## src/rtl/regfile_pkg.sv

```systemverilog
// Shared types and the read-bypass source selector for the multi-port register file.
// Read lanes call rf_bypass_sel to decide where each lane's data comes from.
package regfile_pkg;

  localparam int DATA_W_DEF = 32;
  localparam int ADDR_W_DEF = 5;

  typedef logic [ADDR_W_DEF-1:0] reg_addr_t;
  typedef logic [DATA_W_DEF-1:0] reg_data_t;

  typedef enum logic [1:0] {
    SEL_MEM  = 2'd0,
    SEL_WA   = 2'd1,
    SEL_WB   = 2'd2,
    SEL_ZERO = 2'd3
  } rf_sel_e;

  // Lane B is the younger retire lane, so its in-flight write shadows lane A's.
  function automatic rf_sel_e rf_bypass_sel(input logic reset, input logic zero_hit,
                                            input logic wb_hit, input logic wa_hit);
    rf_sel_e sel;
    if (reset || zero_hit) sel = SEL_ZERO;
    else if (wb_hit)       sel = SEL_WB;
    else if (wa_hit)       sel = SEL_WA;
    else                   sel = SEL_MEM;
    return sel;
  endfunction

endpackage

```

## src/rtl/regfile_rd_port.sv

```systemverilog
// One combinational read lane: selects between stored data, same-cycle
// write-port bypass, or zero (reset / hardwired zero register).
module regfile_rd_port
  import regfile_pkg::*;
#(
  parameter int DATA_W   = DATA_W_DEF,
  parameter int ADDR_W   = ADDR_W_DEF,
  parameter int ZERO_REG = 1
) (
  input  logic              reset,
  input  logic [ADDR_W-1:0] rd_addr,
  input  logic [DATA_W-1:0] mem_data,
  input  logic              wa_en,
  input  logic [ADDR_W-1:0] wa_addr,
  input  logic [DATA_W-1:0] wa_data,
  input  logic              wb_en,
  input  logic [ADDR_W-1:0] wb_addr,
  input  logic [DATA_W-1:0] wb_data,
  output logic [DATA_W-1:0] rd_data
);

  localparam bit ZERO_EN = (ZERO_REG != 0);

  rf_sel_e sel;

  always_comb begin
    sel = rf_bypass_sel(reset,
                        ZERO_EN && (rd_addr == '0),
                        wb_en && (wb_addr == rd_addr),
                        wa_en && (wa_addr == rd_addr));
    // NOTE: default first so every path assigns rd_data and no latch is inferred.
    rd_data = '0;
    unique case (sel)
      SEL_MEM:  rd_data = mem_data;
      SEL_WA:   rd_data = wa_data;
      SEL_WB:   rd_data = wb_data;
      default:  rd_data = '0;
    endcase
  end

endmodule

```

## src/rtl/regfile_mp.sv

```systemverilog
// Dual-write, NUM_RD-read register file with same-cycle write-to-read bypass,
// optional hardwired zero register and synchronous clear.
module regfile_mp
  import regfile_pkg::*;
#(
  parameter int DATA_W   = DATA_W_DEF,
  parameter int ADDR_W   = ADDR_W_DEF,
  parameter int NUM_RD   = 2,
  parameter int ZERO_REG = 1
) (
  input  logic                     clk,
  input  logic                     reset,
  input  logic                     wa_en,
  input  logic [ADDR_W-1:0]        wa_addr,
  input  logic [DATA_W-1:0]        wa_data,
  input  logic                     wb_en,
  input  logic [ADDR_W-1:0]        wb_addr,
  input  logic [DATA_W-1:0]        wb_data,
  input  logic [NUM_RD*ADDR_W-1:0] rd_addr,
  output logic [NUM_RD*DATA_W-1:0] rd_data
);

  localparam int DEPTH   = 2 ** ADDR_W;
  localparam bit ZERO_EN = (ZERO_REG != 0);

  logic [DATA_W-1:0] mem [DEPTH];
  logic              wa_keep;
  logic              wb_keep;

  assign wa_keep = wa_en && !(ZERO_EN && (wa_addr == '0));
  assign wb_keep = wb_en && !(ZERO_EN && (wb_addr == '0));

  // NOTE: the array is flop-based and must be cleared by reset, so it cannot map
  // to a RAM macro; that is the price of a single-cycle architectural clear.
  always_ff @(posedge clk) begin
    if (reset) begin
      for (int i = 0; i < DEPTH; i++) mem[i] <= '0;
    end else begin
      // NOTE: non-blocking writes; on an address collision the later statement
      // (lane B) is the one that lands, giving the younger lane priority.
      if (wa_keep) mem[wa_addr] <= wa_data;
      if (wb_keep) mem[wb_addr] <= wb_data;
    end
  end

  for (genvar g = 0; g < NUM_RD; g++) begin : g_rd
    logic [ADDR_W-1:0] lane_addr;
    assign lane_addr = rd_addr[g*ADDR_W +: ADDR_W];

    regfile_rd_port #(
      .DATA_W   (DATA_W),
      .ADDR_W   (ADDR_W),
      .ZERO_REG (ZERO_REG)
    ) u_rd_port (
      .reset    (reset),
      .rd_addr  (lane_addr),
      .mem_data (mem[lane_addr]),
      .wa_en    (wa_en),
      .wa_addr  (wa_addr),
      .wa_data  (wa_data),
      .wb_en    (wb_en),
      .wb_addr  (wb_addr),
      .wb_data  (wb_data),
      .rd_data  (rd_data[g*DATA_W +: DATA_W])
    );
  end

endmodule

```

## config.mk

```make
export PLATFORM = sky130hd
export DESIGN_NAME = regfile_mp
export DESIGN_NICKNAME = d
export VERILOG_FILES = /design/src/rtl/regfile_pkg.sv /design/src/rtl/regfile_rd_port.sv /design/src/rtl/regfile_mp.sv
export SDC_FILE = /design/constraint.sdc
export NUM_CORES = 2
export LEC_CHECK = 0
export ABC_CLOCK_PERIOD_IN_PS = 5000
export BUFFER_PORTS_ARGS = -buffer_cell sky130_fd_sc_hd__buf_4
export CAP_MARGIN = 10
export CORE_UTILIZATION = 49
export DETAILED_ROUTE_END_ITERATION = 6
export PLACE_DENSITY = 0.65
export SLEW_MARGIN = 20
export SYNTH_ARGS = -nofsm -noshare
export SYNTH_HDL_FRONTEND = slang
export SYNTH_SLANG_ARGS = --single-unit
```

## constraint.sdc

```tcl
create_clock -name clk -period 5 [get_ports clk]
set_input_delay 1 -clock clk [delete_from_list [all_inputs] [get_ports clk]]
set_output_delay 1 -clock clk [all_outputs]
set_load 0.02 [all_outputs]
```

==> flow_summary.toml <==
[layout]
largest-register = "mem"
syn2layout_area_growth_pct = 12.2
largestRegisters = "mem: 1024 flops"
seq_area_um2 = 30700
nets = 4149
fin_area_um2 = 66800
largest_reg_flops = 1024
fin_util = 0.556
drive_gt1_frac = 0.265
fillers = 9557
multiInputGateArea_um2 = 27000

[sta]
hold_violations = 0
final-setup-viol-count = 1
whs_ns = 0.856
period_share = 1.01
relSlewSlack = 0.105
fin_crit_ns = 5.06
drv_slew = 0
max_freq_mhz = 198
rsz0062_at_grt = "no"
setup_slack_ns = -0.0596
worst_pin_slew_ns = 1.34
fin_setup_tns_ns = -0.0596

[floorplan]
core_area_um2 = 120000
start_util = 0.495
ios = 152
die_h_um = 351
rows = 127
die_x_um = 351
dieArea_um2 = 123000

[routing]
met1_length_um = 86000
detail_route.iter0.violations = 8212
wl_um = 258000
drc_errors = 14
wl_met3_um = 44900
wl_per_cell_um = 44.6
drtAntennaViolNets = 0
dr.pass1.iters = 7
viasPerCell = 8.21
vias = 47500
met2_length_um = 108000
top_layer = "met5"

[global_routing]
grt_max_degree = 63
grt_util_all_layers = 0.413
grt_pass1_wl_um = 353000
antenna_found_initial = 20
grt_overflow = 0
grt_pass1_vias = 45200

[pwr]
power.density_nw_per_um2 = 327
power_leakage_nw = 22.6
peakVddDrop_mv = 0.339

[clock_tree]
cts_buffer_depth = 3
clk_pin_slew_ns = 0.07
cts_root_buf = "clkbuf_16"
cts_made_buffers = 111
cts_setup_buffers = 0
cts_tree = "yes"
cts_htree_levels = 3
clock_sinks = 1024

[synth]
ys_seq_area_frac = 0.516
syn_area_um2 = 59600
netlist_instances = 4222
synth_ff_type = "edfxtp_1"
synth_edf_count = 1024
synth.distinct_cells = 61
async_reset_ff_frac = 0
yosysWarnings = 0
avgSynthCellArea_um2 = 14.1
ys_seq_elements = 1024

[placement]
placed_area_um2 = 63300
dp_hpwl_um = 149000
gp_congestion = 1.04
pre_cts_ws_ns = 0.349
portBuffers = 151

[setup_path]
cp.arrival_ns = 4.06
worst_setup_path_end_kind = "output port"
required_ns = 4.00
path_class = "input port to output port"
crit_fanout = 39
start_kind = "input port"

[hold_path]
worstHoldStart = "wa_data[3]"
min_path_cells = 2
hp-class = "input port to register"
hold_end = "mem[23][3]$_DFFE_PP_"

[job]
maxCapViolCount = 0

[status]
violations = "design-rule violations, negative setup slack"
status = "complete, but fails checks"
power by group:
group,leakage [nW],internal [W],switching (W)
combinational,11.1,0.00121,0.00214
clock,1.74,0.00463,0.00366
sequential,9.77,0.00997,0.000268
total,22.6,0.0158,0.00607
worst max-delay path: stages:
cell	delay, ns
clkbuf_8	0.27
buf_12	0.29
nor2b_1	0.65
buf_4	0.32
nand3_1	0.11
and4_1	0.21
o21ai_0	0.75
buf_4	0.23
buf_4	0.13
synthesized netlist by cell type, types with 6 or more instances:
| cell | count | area [µm²] |
|---|---|---|
| nand2_1 | 35 | 131 |
| mux2i_1 | 211 | 2110 |
| buf_1 | 76 | 285 |
| a221oi_1 | 16 | 140 |
| nand3b_1 | 6 | 45.0 |
| o21a_1 | 9 | 67.6 |
| o22ai_1 | 130 | 813 |
| mux4_2 | 417 | 9390 |
| edfxtp_1 | 1024 | 30700 |
| a221o_1 | 10 | 100 |
| a22o_1 | 1022 | 8950 |
| nand2b_1 | 15 | 93.8 |
| xor2_1 | 12 | 105 |
| nand3_1 | 85 | 425 |
| nor4_1 | 9 | 56.3 |
| nand4_1 | 46 | 288 |
| buf_6 | 7 | 78.8 |
| xnor2_1 | 8 | 70.1 |
| buf_4 | 13 | 97.6 |
| nor2b_1 | 13 | 81.3 |
| nor2_1 | 115 | 432 |
| and4_1 | 12 | 105 |
| o21ai_0 | 35 | 175 |
| o221ai_1 | 31 | 272 |
| nand4b_1 | 32 | 280 |
| a32oi_1 | 36 | 315 |
| nor3_1 | 32 | 160 |
| a22oi_1 | 98 | 736 |
| mux2_2 | 11 | 124 |
| clkbuf_1 | 454 | 1700 |
| buf_2 | 146 | 731 |
placed cells by master, fill, tap and decap left out, types with 83 or more instances in the layout:
master / instances
nand3_1: 85
nor2_1: 83
edfxtp_1: 1024
mux2i_1: 211
a22oi_1: 98
clkbuf_16: 112
mux4_2: 417
o22ai_1: 130
a22o_1: 1022
buf_4: 342
what timing repair did:
action,4_1_cts,5_1_grt
gates resized for setup,0,1
hold buffers,0,0
hold endpoints to repair,0,0
setup endpoints to repair,0,1
area by class of cell:
type	instances	share of cell area
timing repair buffer	391	0.0525
tap	1612	0.0302
multi-input combinational	2531	0.404
antenna	15	0.000562
inverter	2	0.000112
sequential	1024	0.460
clock buffer	138	0.0434
clock inverter	69	0.00949
layer usage:
metal,vias to the layer above,GRT usage
met5,-,0.00549
met4,22,0.256
met3,1130,0.180
met2,4887,0.578
met1,23900,0.526
li1,17500,-
through the flow:
step | total power [W] | cells
final | 0.0219 | 5782
after detailed placement | 0.0136 | 5560
after global placement | 0.0135 | 5560
after global routing | 0.0222 | 5773
after floorplan | 0.0122 | 4253
after CTS | 0.0217 | 5767
worst max-delay path by stage:
stage,start,slack [ns],depth (start not counted),to
after detailed placement,rd_addr[6],0.35,9,rd_data[47]
after global placement,rd_addr[5],0.31,9,rd_data[44]
after floorplan,wa_addr[4],0.38,6,mem[20][0]$_DFFE_PP_
after CTS,rd_addr[7],0.33,9,rd_data[47]
after global routing,rd_addr[7],0.03,9,rd_data[47]
final,rd_addr[7],-0.06,9,rd_data[47]
kinds of logic (layout without fill, tap and decap cells):
family | Yosys count | in the layout | share of synthesized area
other cells | 1 | 47 | 0.0000630
compound gates | 1405 | 1405 | 0.197
xor+xnor | 20 | 20 | 0.00294
flops | 1024 | 1024 | 0.516
mux | 639 | 639 | 0.195
simple gates | 435 | 435 | 0.0399
buf+inv | 698 | 600 | 0.0488
No activity file was read; power rests on OpenSTA's default activity.
